**config.mk**
```make
export PLATFORM = sky130hd
export DESIGN_NAME = bit_capture_sequencer_flat
export DESIGN_NICKNAME = d
export VERILOG_FILES = /design/src/rtl/bit_capture_sequencer_if.sv /design/src/rtl/bit_capture_sequencer.sv /design/src/flat_wrapper.sv
export SDC_FILE = /design/constraint.sdc
export NUM_CORES = 1
export LEC_CHECK = 0
export ABC_AREA = 1
export BUFFER_PORTS_ARGS = -buffer_cell sky130_fd_sc_hd__clkbuf_2
export CORE_ASPECT_RATIO = 1.4
export CORE_UTILIZATION = 37
export DETAILED_ROUTE_END_ITERATION = 10
export PLACE_DENSITY_LB_ADDON = 0.12
export RECOVER_POWER = 25
export SLEW_MARGIN = 10
export SYNTH_ARGS = -nofsm -noshare
export SYNTH_HDL_FRONTEND = slang
export SYNTH_SLANG_ARGS = --single-unit
export TNS_END_PERCENT = 100
```
**constraint.sdc**
```tcl
create_clock -name clk -period 4.42 [get_ports clk]
set_input_delay 1.326 -clock clk [delete_from_list [all_inputs] [get_ports clk]]
set_output_delay 1.326 -clock clk [all_outputs]
set_load 0.02 [all_outputs]
```
**src/rtl/bit_capture_sequencer_if.sv**
```systemverilog
// Handshake and datapath-control bundle for the bit capture sequencer.
// master = requesting/consuming logic, slave = the sequencer itself.
interface bit_capture_sequencer_if #(
    parameter int WIDTH = 8
);
    localparam int SELW = $clog2(WIDTH);

    logic             start;
    logic [WIDTH-1:0] in_data;
    logic [WIDTH-1:0] mask;
    logic             msb_first;
    logic             abort;
    logic             out_ready;
    logic             clr_err;
    logic [SELW-1:0]  sel;
    logic             cap_en;
    logic             busy;
    logic             out_valid;
    logic [WIDTH-1:0] out_data;
    logic             start_drop;

    modport master (
        output start, in_data, mask, msb_first, abort, out_ready, clr_err,
        input  sel, cap_en, busy, out_valid, out_data, start_drop
    );

    modport slave (
        input  start, in_data, mask, msb_first, abort, out_ready, clr_err,
        output sel, cap_en, busy, out_valid, out_data, start_drop
    );
endinterface

```
**src/rtl/bit_capture_sequencer.sv**
```systemverilog
// Bit capture sequencer: snapshots a word on start, walks the bit-select
// code over every position (LSB- or MSB-first), gates each bit by the
// captured mask and presents the assembled word on a valid/ready output.
//
// state   | meaning
// --------+-----------------------------------------------------------
// IDLE    | waiting for start; sel=0, cap_en=0, busy=0
// CAPTURE | one bit position per cycle, cnt runs 0..WIDTH-1
// DONE    | out_valid held with the assembled word until out_ready
module bit_capture_sequencer #(
    parameter int WIDTH = 8,
    parameter int SELW  = $clog2(WIDTH)
) (
    input logic                   clk,
    input logic                   rst,
    bit_capture_sequencer_if.slave bus
);

    typedef enum logic [1:0] {
        ST_IDLE    = 2'd0,
        ST_CAPTURE = 2'd1,
        ST_DONE    = 2'd2
    } state_t;

    localparam logic [SELW-1:0] CNT_LAST = SELW'(WIDTH - 1);

    state_t           state, state_nxt;
    logic [SELW-1:0]  cnt;
    logic [WIDTH-1:0] snap_data;
    logic [WIDTH-1:0] snap_mask;
    logic             snap_msb;
    logic [WIDTH-1:0] asm_q;
    logic [WIDTH-1:0] asm_nxt;
    logic [WIDTH-1:0] out_data_q;
    logic             drop_q;
    logic [SELW-1:0]  sel_c;
    logic             cap_en_c;
    logic             busy_c;
    logic             last_c;

    // Next-state decode plus the select/strobe outputs derived from registered state.
    always_comb begin
        state_nxt = state;
        sel_c     = '0;
        cap_en_c  = 1'b0;
        busy_c    = 1'b0;
        last_c    = 1'b0;
        asm_nxt   = asm_q;
        case (state)
            ST_IDLE: begin
                if (bus.start) state_nxt = ST_CAPTURE;
            end
            ST_CAPTURE: begin
                busy_c   = 1'b1;
                sel_c    = snap_msb ? (CNT_LAST - cnt) : cnt;
                cap_en_c = snap_mask[sel_c];
                last_c   = (cnt == CNT_LAST);
                if (cap_en_c) asm_nxt[sel_c] = snap_data[sel_c];
                // abort outranks the final-bit transition
                if (bus.abort)   state_nxt = ST_IDLE;
                else if (last_c) state_nxt = ST_DONE;
            end
            ST_DONE: begin
                busy_c = 1'b1;
                if (bus.out_ready) state_nxt = ST_IDLE;
            end
            default: state_nxt = ST_IDLE;
        endcase
    end

    // State register, walk counter, input snapshot and word assembly.
    always_ff @(posedge clk) begin
        if (rst) begin
            state      <= ST_IDLE;
            cnt        <= '0;
            snap_data  <= '0;
            snap_mask  <= '0;
            snap_msb   <= 1'b0;
            asm_q      <= '0;
            out_data_q <= '0;
        end else begin
            state <= state_nxt;
            case (state)
                ST_IDLE: begin
                    if (bus.start) begin
                        snap_data <= bus.in_data;
                        snap_mask <= bus.mask;
                        snap_msb  <= bus.msb_first;
                        asm_q     <= '0;
                        cnt       <= '0;
                    end
                end
                ST_CAPTURE: begin
                    if (bus.abort) begin
                        asm_q <= '0;
                        cnt   <= '0;
                    end else begin
                        asm_q <= asm_nxt;
                        cnt   <= last_c ? '0 : cnt + SELW'(1);
                        // out_data only moves when a complete word is ready,
                        // so it keeps the last result across IDLE and aborts
                        if (last_c) out_data_q <= asm_nxt;
                    end
                end
                default: ;
            endcase
        end
    end

    // Sticky flag for start requests that arrive while not idle; a new drop beats clr_err.
    always_ff @(posedge clk) begin
        if (rst)                                drop_q <= 1'b0;
        else if (bus.start && state != ST_IDLE) drop_q <= 1'b1;
        else if (bus.clr_err)                   drop_q <= 1'b0;
    end

    assign bus.sel        = sel_c;
    assign bus.cap_en     = cap_en_c;
    assign bus.busy       = busy_c;
    assign bus.out_valid  = (state == ST_DONE);
    assign bus.out_data   = out_data_q;
    assign bus.start_drop = drop_q;

endmodule

```
**src/flat_wrapper.sv**
```systemverilog
// flat-port wrapper written by rule: the top's interface ports become plain ports
module bit_capture_sequencer_flat 
#(
    parameter int WIDTH = 8,
    parameter int SELW  = $clog2(WIDTH)
)
  (clk, rst, bus_start, bus_in_data, bus_mask, bus_msb_first, bus_abort, bus_out_ready, bus_clr_err, bus_sel, bus_cap_en, bus_busy, bus_out_valid, bus_out_data, bus_start_drop);
  bit_capture_sequencer_if #(.WIDTH(WIDTH)) bus_i ();
  input logic clk;
  input logic rst;
  input wire logic [$bits(bus_i.start)-1:0] bus_start;
  input wire logic [$bits(bus_i.in_data)-1:0] bus_in_data;
  input wire logic [$bits(bus_i.mask)-1:0] bus_mask;
  input wire logic [$bits(bus_i.msb_first)-1:0] bus_msb_first;
  input wire logic [$bits(bus_i.abort)-1:0] bus_abort;
  input wire logic [$bits(bus_i.out_ready)-1:0] bus_out_ready;
  input wire logic [$bits(bus_i.clr_err)-1:0] bus_clr_err;
  output wire logic [$bits(bus_i.sel)-1:0] bus_sel;
  output wire logic [$bits(bus_i.cap_en)-1:0] bus_cap_en;
  output wire logic [$bits(bus_i.busy)-1:0] bus_busy;
  output wire logic [$bits(bus_i.out_valid)-1:0] bus_out_valid;
  output wire logic [$bits(bus_i.out_data)-1:0] bus_out_data;
  output wire logic [$bits(bus_i.start_drop)-1:0] bus_start_drop;
  assign bus_i.start = bus_start;
  assign bus_i.in_data = bus_in_data;
  assign bus_i.mask = bus_mask;
  assign bus_i.msb_first = bus_msb_first;
  assign bus_i.abort = bus_abort;
  assign bus_i.out_ready = bus_out_ready;
  assign bus_i.clr_err = bus_clr_err;
  assign bus_sel = bus_i.sel;
  assign bus_cap_en = bus_i.cap_en;
  assign bus_busy = bus_i.busy;
  assign bus_out_valid = bus_i.out_valid;
  assign bus_out_data = bus_i.out_data;
  assign bus_start_drop = bus_i.start_drop;
  bit_capture_sequencer #(.WIDTH(WIDTH), .SELW(SELW)) u_core (.clk(clk), .rst(rst), .bus(bus_i));
endmodule
```
==> out/qor.csv <==
metric;value;unit
Inserted Clock Buffers;5;
DR iter-0 viols;82;
GRT Overall Usage;0.178;
Data arrival, critical path;1770;ps
hold_sp;u_core.asm_q[7];
area delta synth->final;15.4;%
DRT Wirelength;4.55;mm
FF-to-FF Start;u_core.state[0];
layout cells sized above 1;0.191;
share of the synthesized area in the top cell type;0.393;
DIE AREA;0.00567;mm2
Post-CTS Setup Inserts;0;
synthesized instance count;283;
Fill cells;544;
starting density of the core;0.385;
first-pass GRT wire length;7.73;mm
RSZ-0062 raised after global routing;false;
I/O pin total;38;
depth of the CTS H-tree;2;
DP HPWL;3.33;mm
Avg Synthesized Cell Area;7.03;um2
Fin Clk Skew;4.13;ps
Yosys cell types;19;
CTS resizes;0;
clock slew at reported path FFs;70;ps
antenna-violating nets left;0;
yosys warns;0;
Final Hold Viols;0;
floorplan row count;31;
Max transition margin;0.443;
Yosys top cell by area;dfxtp_1;
post-synthesis register bit count;39;
Final #Nets;347;
Final setup viols;0;
CP Launch Point;u_core.snap_msb;
synthesized cell area;0.00199;mm2
placed cells;378;
routed via count;1848;
Pleak;0.961;nW
Core ar.;0.00516;mm2
CTS tree;yes;
min Tclk post-route;3100;ps
Via density;4.79;
Longest Clk Path Bufs;2;
Setup crit start kind;flop;
status;finished, final reports clean;
total iterations of the first detailed-routing run;5;
CP Class;reg2out;
Peak Freq;323;MHz
# hold bufs at CTS;0;
Worst path slowest cell;dfxtp_1;
I/O Buffers;37;
Antenna Cells;0;
dominant cells by area after synthesis;dfxtp_1, nand2_1, nor2_1;
Synth Net Count;311;
Pwr Density;549;mW/mm2
crit path max fanout;11;
Crit path required time;3090;ps
RD Place Congestion;0.754;
TritonCTS Sinks;39;
critical-path cell list;nand2_4 -> nand2_2 -> nand2_1 -> nand3_1 -> nand3_2 -> a21oi_1 -> clkbuf_2;
Final TNS setup;0;ps
post-synthesis sequential area ratio;0.393;
DIE WIDTH;64.0;um
Die Height;88.7;um
Residual DRC;0;
antenna violations before repair;0;
vias in the first global route;1746;
Slew @ Worst Pin;832;ps
HP Class;reg2reg;
grt total ovfl;0;
final slew viol count;0;
Max VDD drop;0.000220;V
DR WL/cell;11.8;um
Critical Path End Type;output pin;
worst stage delay on the critical path;490;ps
Post-Layout Cell Count;386;
Clock Latency Late Sink;290;ps
largest net degree at the start of global routing;28;
clock root cell;clkbuf_8;
final cycle utilization of the critical path;0.700;
maxcap violations;0;
==> sequential cells by signal (all words and copies together) (netlist names) <==
| signal | count |
|---|---|
| u_core.snap_msb | 1 |
| u_core.bus.start_drop | 1 |
| u_core.asm_q | 8 |
| u_core.snap_data | 8 |
| u_core.snap_mask | 8 |
| u_core.state | 2 |
| u_core.cnt | 3 |
| u_core.bus.out_data | 8 |
==> synthesized netlist by cell type (all sizes together) <==
cell and n:
nand2 66, nor2 47, dfxtp 39, nand3 35, o21ai 28, a21oi 24
inv 23, clkbuf 7, ha 5, nor3 4, buf 3, clkinv 1
xor2 1
==> per-stage QoR <==
step	cell area [um2]	power [mW]	hold slack, ps	setup slack, ps	util
finish	2290	1.26	469	1320	0.445
global placement	2210	1.01	453	1560	0.428
global route	2290	1.37	493	1170	0.445
floorplan	1990	0.903	439	1730	-
detailed placement	2210	1.01	459	1530	0.428
CTS	2310	1.27	470	1300	0.447
==> area by class of cell <==
cell class                 instances  area (um2)  share of cell area
sequential                        39         781               0.340
clock buffer                       8         100              0.0436
multi-input combinational        210        1050               0.459
inverter                          24        90.1              0.0393
timing repair buffer              39         188              0.0818
tap                               66        82.6              0.0360
==> path summary, 6_finish.rpt <==
check / cells after the start / endpoint / slack, ps
worst max register to register: 10 / u_core.cnt[2] / 2330
worst min register to register: 2 / u_core.asm_q[7] / 470
worst max-delay path: 7 / bus_cap_en / 1320
worst min-delay path: 2 / u_core.asm_q[7] / 470
==> worst max-delay path, delay by kind of cell, from the launching register on <==
family	cells	cell delay (ps)
buffers and inverters	1	190
AOI/OAI and AO/OA	1	160
and+or+nand+nor	5	650
DFF	1	490
==> power by group <==
part	internal, mW	switching, mW
Combinational	0.163	0.379
Clock	0.142	0.121
Sequential	0.411	0.0430
Total	0.717	0.543
==> cell families after synthesis <==
kind of cell | after synthesis | share of synthesized area
AOI/OAI and AO/OA | 52 | 0.131
xor gates and xnor gates | 1 | 0.00818
adders and majority gates | 5 | 0.0315
buffers and inverters | 34 | 0.0774
DFF | 39 | 0.393
and+or+nand+nor | 152 | 0.359
==> cells in the final DEF, fill, tap and decap left out <==
cell,Yosys,routed
ha_1,5,5
nand2_4,3,3
clkbuf_1,7,11
clkbuf_2,0,27
nor2_1,46,46
nand3_1,24,24
nand2_2,6,6
nand3_2,11,11
o21ai_0,28,28
dfxtp_1,39,39
clkinv_1,1,1
buf_4,0,2
xor2_2,1,1
clkbuf_8,0,7
inv_1,20,20
nand2_1,57,57
nor3_1,4,4
inv_2,3,3
a21oi_1,24,24
nor2_2,1,1
==> per-layer routing <==
layer  track usage  part of all wire  vias to the layer above
li1              -                 -                      985
met1         0.199              0.45                      816
met2         0.326              0.50                       41
met3        0.0399             0.040                        6
met4        0.0682             0.018                        0
met5             0                 0                        -
Power figures use the tool's default switching activity.
